--- config.mk ---
export PLATFORM = sky130hd
export DESIGN_NAME = lap_split_buffer
export DESIGN_NICKNAME = d
export VERILOG_FILES = /design/src/rtl/lap_split_buffer.sv
export SDC_FILE = /design/constraint.sdc
export NUM_CORES = 1
export LEC_CHECK = 0
export BUFFER_PORTS_ARGS = -buffer_cell sky130_fd_sc_hd__buf_2
export CAP_MARGIN = 25
export CORE_UTILIZATION = 45
export CTS_BUF_LIST = sky130_fd_sc_hd__clkbuf_4
export DETAILED_ROUTE_END_ITERATION = 8
export HOLD_SLACK_MARGIN = 0.06
export PLACE_DENSITY = 0.65
export SLEW_MARGIN = 40
export SYNTH_ARGS = -nofsm -noshare
export SYNTH_HDL_FRONTEND = slang
export SYNTH_SLANG_ARGS = --single-unit
export TNS_END_PERCENT = 100
--- constraint.sdc ---
create_clock -name clk -period 16.4 [get_ports clk]
set_input_delay 1.64 -clock clk [delete_from_list [all_inputs] [get_ports clk]]
set_output_delay 1.64 -clock clk [all_outputs]
set_load 0.02 [all_outputs]
--- src/rtl/lap_split_buffer.sv ---
// Lap capture buffer for the BCD stopwatch.
// Stores {total, split} pairs and hands them to the LCD side FWFT.
//
// Ports:
//   clk, rst, clr     100 Hz timer clock, sync active-high reset, clear
//   lap               lap request level (rising edge captures)
//   up                1 = count-up (split = cur - prev), 0 = count-down
//   minutes..hundredths  current BCD time digits
//   rd_ack            pop head entry (ignored when empty)
//   rd_valid          buffer not empty
//   rd_total/rd_split head entry, packed {min,tens,ones,tenths,hundredths}
//   count, full       occupancy, count == DEPTH
//   overflow          sticky: a capture was dropped while full
module lap_split_buffer #(
    parameter int DEPTH = 8,
    parameter int AW    = 3
) (
    input  logic          clk,
    input  logic          rst,
    input  logic          clr,
    input  logic          lap,
    input  logic          up,
    input  logic [3:0]    minutes,
    input  logic [3:0]    tens,
    input  logic [3:0]    ones,
    input  logic [3:0]    tenths,
    input  logic [3:0]    hundredths,
    input  logic          rd_ack,
    output logic          rd_valid,
    output logic [19:0]   rd_total,
    output logic [19:0]   rd_split,
    output logic [AW:0]   count,
    output logic          full,
    output logic          overflow
);

    logic          lap_d;
    logic          cap;
    logic          do_pop;
    logic          do_wr;
    logic [19:0]   cur;
    logic [19:0]   prev;
    logic [19:0]   split;
    logic [AW-1:0] wr_ptr;
    logic [AW-1:0] rd_ptr;
    logic [39:0]   mem [DEPTH];

    // Mixed-radix subtraction, digit 0 = hundredths. Digit 3 (tens of
    // seconds) is radix 6. A borrow out of minutes simply drops, which
    // wraps the result modulo 10:00.00.
    function automatic logic [19:0] bcd_sub(input logic [19:0] a,
                                            input logic [19:0] b);
        logic [19:0] r;
        logic        brw;
        logic [4:0]  t;
        logic [4:0]  radix;
        r   = '0;
        brw = 1'b0;
        for (int i = 0; i < 5; i++) begin
            radix = (i == 3) ? 5'd6 : 5'd10;
            t = {1'b0, a[i*4 +: 4]} - {1'b0, b[i*4 +: 4]} - {4'd0, brw};
            brw = t[4];
            if (brw) t = t + radix;
            r[i*4 +: 4] = t[3:0];
        end
        return r;
    endfunction

    assign cur   = {minutes, tens, ones, tenths, hundredths};
    assign split = up ? bcd_sub(cur, prev) : bcd_sub(prev, cur);
    assign cap   = lap & ~lap_d;

    assign rd_valid = (count != '0);
    assign full     = (count == (AW+1)'(DEPTH));

    // A pop in the same cycle frees the slot the write needs.
    assign do_pop = rd_ack & rd_valid;
    assign do_wr  = cap & (~full | do_pop);

    assign rd_total = mem[rd_ptr][39:20];
    assign rd_split = mem[rd_ptr][19:0];

    always_ff @(posedge clk) begin
        if (rst) lap_d <= 1'b0;
        else     lap_d <= lap;
    end

    always_ff @(posedge clk) begin
        if (rst || clr) begin
            wr_ptr   <= '0;
            rd_ptr   <= '0;
            count    <= '0;
            prev     <= '0;
            overflow <= 1'b0;
        end else begin
            if (do_pop) rd_ptr <= rd_ptr + 1'b1;
            if (do_wr)  wr_ptr <= wr_ptr + 1'b1;
            count <= count + {{AW{1'b0}}, do_wr} - {{AW{1'b0}}, do_pop};
            // prev follows every capture so splits stay right after a drop
            if (cap)           prev     <= cur;
            if (cap && !do_wr) overflow <= 1'b1;
        end
    end

    always_ff @(posedge clk) begin
        if (do_wr && !rst && !clr) mem[wr_ptr] <= {cur, split};
    end

endmodule

Word level (Yosys, flattened, before mapping)
Memories as Yosys holds them, arrays and structs flattened. A register that Yosys moved wholly into a read port is not among the register bits.
Index checks and enable logic that the tools add are counted.
{"block": "classes", "addsub": 32, "eq_ne": 1, "mux": 15, "bitwise_logic": 6, "n_reduce_logical": 8}
{"op": "subtractor 4 x 4 -> 5 bit", "count": 10}
{"op": "2-to-1 mux 4 bit", "count": 10}
{"op": "subtractor 5 x 1 -> 5 bit", "count": 8}
{"op": "adder 4 bit, second input constant", "count": 8}
{"op": "2-to-1 mux 20 bit", "count": 1}
{"op": "adder 4 x 3 -> 4 bit, second input constant", "count": 2}
{"op": "adder 3 x 1 -> 3 bit, second input constant", "count": 2}
{"op": "2-to-1 mux 3 bit", "count": 2}
{"op": "adder 4 x 1 -> 4 bit", "count": 1}
{"op": "equality test 4 bit, second input constant", "count": 1}
{"op": "nonzero test 4 bit", "count": 1}
{"op": "subtractor 4 x 1 -> 4 bit", "count": 1}
{"op": "bitwise AND 1 bit", "count": 3}
{"op": "logical AND 1 bit", "count": 3}
{"op": "zero test 1 bit", "count": 3}
{"op": "2-to-1 mux 1 bit", "count": 2}
{"op": "inverter 1 bit", "count": 2}
{"op": "logical OR 1 bit", "count": 1}
{"op": "OR 1 bit", "count": 1}
{"block": "totals", "reg_bits": 32, "ram_bits": 320, "input_bits": 26, "output_inout_bits": 47, "wordCells": 69, "mem_count": 1}
{"memory": "mem", "depth": 8, "word_bits": 40, "read_ports": 1, "rd_ports_with_merged_regs": 1, "write_ports": 1, "line_no": "46", "source": "logic [39:0] mem [DEPTH];"}

Logic depth before layout (Yosys ltp)
Gate-level depths: netlist of the first run.
{"block": "depth", "depth_word": 8, "depth_mapped": 34, "depth_no_buf": 34}

Least setup slack after synthesis of the first run
No wires, ideal clock.
{"block": "synth_timing", "path_type": "in2reg", "start": "input hundredths[0]", "end": "memory mem[0][17] (data pin)", "setup_time_ns": 0.230, "arrival_time_ns": 8.177, "required_ns": 16.170, "slack_ns": 7.994, "cell_stages": 34, "path_buffers": 0, "path_cell_list": "inv_1 ha_1 inv_1 fa_1 nand3_1 nand2_1 fa_1 fa_1 nand2b_1 a211o_1 and2_1 inv_1 fa_1 inv_1 fa_1 nand2b_1 a211o_1 and2_1 inv_1 fa_1 inv_1 fa_1 nand2b_4 a211o_1 and2_4 inv_1 fa_1 inv_1 fa_1 nand2b_1 a211o_1 and2_1 xor2_1 mux2i_1"}
{"block": "synth_between", "elab_chain_len": 8, "word_cells_on_any_way": 15, "cone_classes": "12 x add/sub; 3 x mux"}
{"item": "from (decl)", "line_no": "27", "source": "input logic [3:0] hundredths,"}
{"item": "subtractor 4 x 4 -> 5 bit", "line_no": "61", "source": "t = {1'b0, a[i*4 +: 4]} - {1'b0, b[i*4 +: 4]} - {4'd0, brw};"}
{"item": "subtractor 5 x 1 -> 5 bit (4 in series)", "line_no": "61"}
{"item": "adder 4 bit", "line_no": "63", "source": "if (brw) t = t + radix;"}
{"item": "2-to-1 mux 4 bit", "line_no": "63"}
{"item": "2-to-1 mux 20 bit (*)", "line_no": "70", "source": "assign split = up ? bcd_sub(cur, prev) : bcd_sub(prev, cur);"}
{"item": "via split[17]", "line_no": "43", "source": "logic [19:0] split;"}
{"item": "to (decl)", "line_no": "46"}
Mark *: on every way through the listed nets, which the timed path passes. The rest lies on a longest branch.

Worst setup path after layout of the first run
{"block": "layout_timing", "start": "input hundredths[0]", "end": "memory mem[0][18] (data pin)"}
Same word-level chain as after synthesis.

==> results of run 1 <==
-- cell type report --
| class | instances | area (µm²) | area share |
|---|---|---|---|
| Tap cell | 461 | 576.8 | 0.03115 |
| Multi-Input combinational cell | 527 | 5537 | 0.2990 |
| Clock buffer | 129 | 968.4 | 0.05229 |
| Timing Repair Buffer | 90 | 511.7 | 0.02763 |
| Sequential cell | 355 | 10320 | 0.5572 |
| Inverter | 81 | 304.0 | 0.01642 |
| Clock inverter | 35 | 300.3 | 0.01622 |
| Antenna cell | 1 | 2.502 | 0.0001351 |
-- flip-flops by register name (all words and copies together), names as in the netlist, named ones only --
| signal | cells |
|---|---|
| overflow | 1 |
| prev | 20 |
| rd_ptr | 3 |
| lap_d | 1 |
| wr_ptr | 3 |
| mem | 320 |
| count | 4 |
-- layer usage --
metal,wire length [µm],GRT usage
met5,0,0
met4,412,0.05906
met2,16300,0.3099
met3,1426,0.03855
met1,15050,0.2548
-- through the flow --
| stage | cells | instance area [µm²] |
|---|---|---|
| final | 1679 | 18520 |
| after global routing | 1679 | 18520 |
| after CTS | 1677 | 18490 |
| after detailed placement | 1513 | 17220 |
| after global placement | 1513 | 17210 |
| after floorplan | 1002 | 16300 |
-- how the worst max path moves through the flow --
stage,cells past startpoint,from,to,slack [ns]
after global routing,32,hundredths[0],mem[0][18],7.33
after CTS,35,hundredths[0],mem[0][18],7.85
after global placement,32,hundredths[0],mem[0][18],7.19
after detailed placement,32,hundredths[0],mem[2][18],7.10
final,32,hundredths[0],mem[0][18],7.77
after floorplan,34,hundredths[0],mem[0][17],7.99
-- Yosys cell counts, drive strengths merged, types with 14 or more instances --
master / n
buf: 14
nor2: 29
xnor2: 27
nand2b: 16
mux4: 80
inv: 81
mux2: 42
fa: 19
o21ai: 14
clkbuf: 25
nand2: 65
a21oi: 47
xor2: 27
ha: 73
dfxtp: 35
edfxtp: 320
-- cell families after synthesis --
| group | Yosys count | synth area share |
|---|---|---|
| xor gates and xnor gates | 54 | 0.02902 |
| DFF | 355 | 0.6326 |
| adders and majority gates | 92 | 0.07939 |
| buffers and inverters | 120 | 0.03202 |
| and+or+nand+nor | 152 | 0.04499 |
| AOI/OAI and AO/OA | 94 | 0.03416 |
| muxes | 135 | 0.1478 |
-- critical path, delay by kind of cell --
kind	cells	cell delay, ns
xor gates and xnor gates	1	0.19
buffers and inverters	5	0.43
adders and majority gates	11	3.46
AOI/OAI and AO/OA	7	2.00
and+or+nand+nor	8	1.20
-- report_power, final --
| group | internal [W] | total (W) | switching (W) |
|---|---|---|---|
| registers | 0.00103 | 0.00103 | 0.00000571 |
| clock network | 0.000458 | 0.000805 | 0.000348 |
| logic | 0.000100 | 0.000254 | 0.000154 |
==> flow_metrics.tcl, run 1 <==
set metrics [dict create \
    seq_area_frac_synth 0.6326 \
    setup_ws_ns 7.771 \
    cts_buffer_depth 3 \
    place.gp.congestion 0.8217 \
    worst_pin_slew_ns 0.7854 \
    drtIter0Drc 499 \
    firstDrtPassIters 5 \
    clock.fmax_mhz 115.9 \
    ctsHoldBuffers 0 \
    first_global_vias 9259 \
    grt_pass1_wl_um 51940 \
    cp.required_ns 16.74 \
    hold_violations 0 \
    hold_depth 2 \
    cts_buffers 90 \
    routed_via_density 5.251 \
    track_usage 0.1895 \
    drive_above_1_share 0.3032 \
    rsz0062_at_grt "false" \
    fin_total_pwr_w 0.002091 \
    syn_avg_cell_area_um2 16.26 \
    hpwl_um 20070 \
    cts_root_buf "clkbuf_4" \
    worstReg2RegEnd "mem[0][18]" \
    die_x_um 192.3 \
    synth_area_um2 16300 \
    grt-ovfl-total 0 \
    crit_arrival_ns 8.96 \
    nFillCells 2997 \
    detail-route-antenna-nets 0 \
    post-route-period-util 0.5261 \
    avgRoutedWirePerCell_um 19.76 \
    critical_path_class "input pin to flop" \
    crit_top_cell "fa_1" \
    yosysWarnings 0 \
    layout_commonest_cell "edfxtp_1" \
    finalMaxSlewViolations 0 \
    async_reset_ff_frac 0 \
    endpoint_kind "flop" \
    worst_path_max_delay_cell "a2111oi_0" \
    rows 69 \
    min_to "prev[18]" \
    fin_tns_setup_ns 0 \
    slowest_delay_ns 0.46 \
    hp-start "prev[18]" \
    pre_cts_ws_ns 7.097 \
    relSlewSlack 0.4614 \
    cap_violations 0 \
    nets 1263 \
    cts_resized 0 \
    drc_errors 0 \
    io_pins 73 \
    r2r_start "prev[0]" \
    synth_cells 1002 \
    cts_setup_buffers 0 \
    grt_antenna_before_repair 1 \
    status "finished clean" \
    mostFrequentLayoutCells "320 x edfxtp_1, 129 x clkbuf_4, 81 x inv_1" \
    fin_skew_ns 0.04174 \
    clk_pin_slew_ns 0.06 \
    cp-start-kind "input pin" \
    powerDensity_nw_per_um2 112.9 \
    clk_latency_ns 0.73 \
    dieArea_um2 36980 \
    ys_dominant_reg_cell "edfxtp_1" \
    yosysUniqueCellTypes 48 \
    htreeDepth 3 \
    reg2reg_depth 32 \
    die_h_um 192.3 \
    num_vias 8817 \
    synth_top_area_share 0.5896 \
    hp-class "flop to flop" \
    ir_drop_v 0.00004683 \
    whs_ns 0.4770 \
    setup_viol 0 \
    cts.sinks 355 \
    area_delta_synth_final_pct 13.64 \
    synth_area_leaders "edfxtp_1 59%, mux4_2 11%, ha_1 5.6%, dfxtp_1 4.3%, mux2_2 2.8%" \
    synth_edf_count 320 \
    fin_crit_ns 8.629 \
    cp_max_fo 11 \
    ys_ff_latch 355 \
    leakagePower_nw 6.516 \
    utilization 0.5206 \
    synth.largest_area_cell "edfxtp_1" \
    routed_wl_um 33180 \
    port-buffer-count 72 \
    r2r_setup_slack_ns 8.57 \
    syn-num-nets 1120 \
    fp.coreArea_um2 35570 \
    grt_max_degree 48 \
    cts_tree "done" \
    initial_core_util 0.4582 \
]
Power figures use the tool's default switching activity.
==> run 2: changes to the inputs <==
- PLACE_DENSITY: 0.65 -> 0.68
- clock period: 16.4 -> 7.6 ns (I/O delays scaled with it)
==> run 2 against run 1 <==
Compared with the run above: die area did not move; clock power grew 100%; global-route usage barely moved; sequential cell count is the same; total power increased by 110%; clock skew is 0.0039 ns lower; combinational power up 130%; critical path type is now flop to flop.
==> flow_metrics.tcl, run 2 (same netlist as run 1, synthesis figures left out) <==
set metrics [dict create \
    status "finished clean" \
    finalMaxSlewViolations 0 \
    fin_crit_ns 7.205 \
    cts.sinks 355 \
    place_inst 1547 \
    initial_core_util 0.4582 \
    r2r_start "prev[0]" \
    drtIter0Drc 506 \
    routed_wl_um 33400 \
    grt_antenna_before_repair 2 \
    first_global_vias 9637 \
    rows 69 \
    slowest_delay_ns 0.38 \
    crit_arrival_ns 7.66 \
    clock.fmax_mhz 138.8 \
    ir_drop_v 0.0001018 \
    area_delta_synth_final_pct 14.81 \
    clk_latency_ns 0.74 \
    cts_tree "done" \
    die_x_um 192.3 \
    firstDrtPassIters 5 \
    whs_ns 0.2008 \
    cap_violations 0 \
    grt_max_degree 45 \
    cp_max_fo 8 \
    port-buffer-count 72 \
    path_delay_family "adder cells" \
    fin_tns_setup_ns 0 \
    cp.required_ns 8.06 \
    place.gp.congestion 0.8610 \
    final_cells 1704 \
    relSlewSlack 0.4668 \
    largest_reg_flops 320 \
    drc_errors 0 \
    grt_pass1_wl_um 52270 \
    drive_above_1_share 0.3414 \
    cts_root_buf "clkbuf_4" \
    num_vias 8989 \
    layout_commonest_cell "edfxtp_1" \
    cts_buffers 91 \
    detail-route-antenna-nets 0 \
    fin_skew_ns 0.03786 \
    track_usage 0.1898 \
    mostFrequentLayoutCells "320 x edfxtp_1, 145 x clkbuf_4, 81 x inv_1" \
    htreeDepth 3 \
    clk_pin_slew_ns 0.06 \
    leakagePower_nw 6.662 \
    largestRegisters "mem x320, prev x20, count x4" \
    crit_top_cell "fa_1" \
    cp-start-kind "flop" \
    die_h_um 192.3 \
    io_pins 73 \
    nets 1300 \
    critical_path_class "flop to flop" \
    worst_path_max_delay_cell "fa_2" \
    hpwl_um 19940 \
    crit_start "prev[0]" \
    hp-class "input pin to flop" \
    avgRoutedWirePerCell_um 19.60 \
    dieArea_um2 36980 \
    path_buf_inv 8 \
    endpoint_kind "flop" \
    fp.coreArea_um2 35570 \
    top_register "mem" \
    post-route-period-util 0.9480 \
    hold_violations 0 \
    hp-start "rst" \
    routed_via_density 5.275 \
    grt-ovfl-total 0 \
    worst_pin_slew_ns 0.7998 \
    cts_buffer_depth 3 \
    powerDensity_nw_per_um2 235.7 \
    setup_viol 0 \
]
[run 2: changes by cell type in the layout (fill, tap and decap cells not counted), sizes merged]
cell | before | now
clkinv | 27 | 6
bufinv | 6 | 1
inv | 81 | 82
clkinvlp | 2 | 0
buf | 90 | 126
clkbuf | 129 | 145
[run 2: area by class of cell]
| cell class | count | area [µm²] |
|---|---|---|
| multi-input cells | 527 | 5579 |
| repair buffers | 126 | 782.0 |
| clock buffers | 145 | 1089 |
| inverters | 81 | 304.0 |
| clock inverters | 8 | 56.30 |
| diodes | 1 | 2.502 |
| well taps | 461 | 576.8 |
| fillers | 2956 | 16860 |
| flip-flops and latches | 355 | 10320 |
[run 2: final timing paths]
path	to	slack, ns	cells past startpoint
setup / recovery	mem[1][18]	0.40	34
hold / removal	lap_d	0.20	2
setup reg to reg	mem[1][18]	0.40	34
hold reg to reg	prev[0]	0.47	2
[run 2: metal layers]
layer  part of all wire  up-vias  track usage
met5            0.00036        -            0
met4              0.017        2      0.07026
met3              0.047       49      0.04110
met2               0.51      191       0.3188
met1               0.43     4562       0.2415
li1                   -     4185            -
[run 2: metrics by stage]
step / cell area, µm² / utilization / setup WS [ns] / total power (W)
3_5_place_dp: 17470 / 0.4912 / -0.4143 / 0.002827
3_3_place_gp: 17460 / 0.4910 / -0.2394 / 0.002810
4_1_cts: 18620 / 0.5234 / 0.1534 / 0.004453
2_1_floorplan: 16300 / - / 0.07375 / 0.002653
5_1_grt: 18710 / 0.5260 / -0.01520 / 0.004627
6_report: 18710 / 0.5260 / 0.3950 / 0.004410
[run 2: repair_timing]
item | in CTS | in global routing
endpoints found under the hold margin | 0 | 0
resized for setup | 0 | 16
hold buffers | 0 | 0
setup buffers | 0 | 2
setup endpoints to repair | 0 | 24
[run 2: where the power goes]
part	total [W]	switching, W	internal (W)
Sequential	0.00223	0.0000130	0.00221
Combinational	0.000572	0.000333	0.000240
Clock	0.00161	0.000725	0.000886
Total	0.00441	0.00107	0.00334
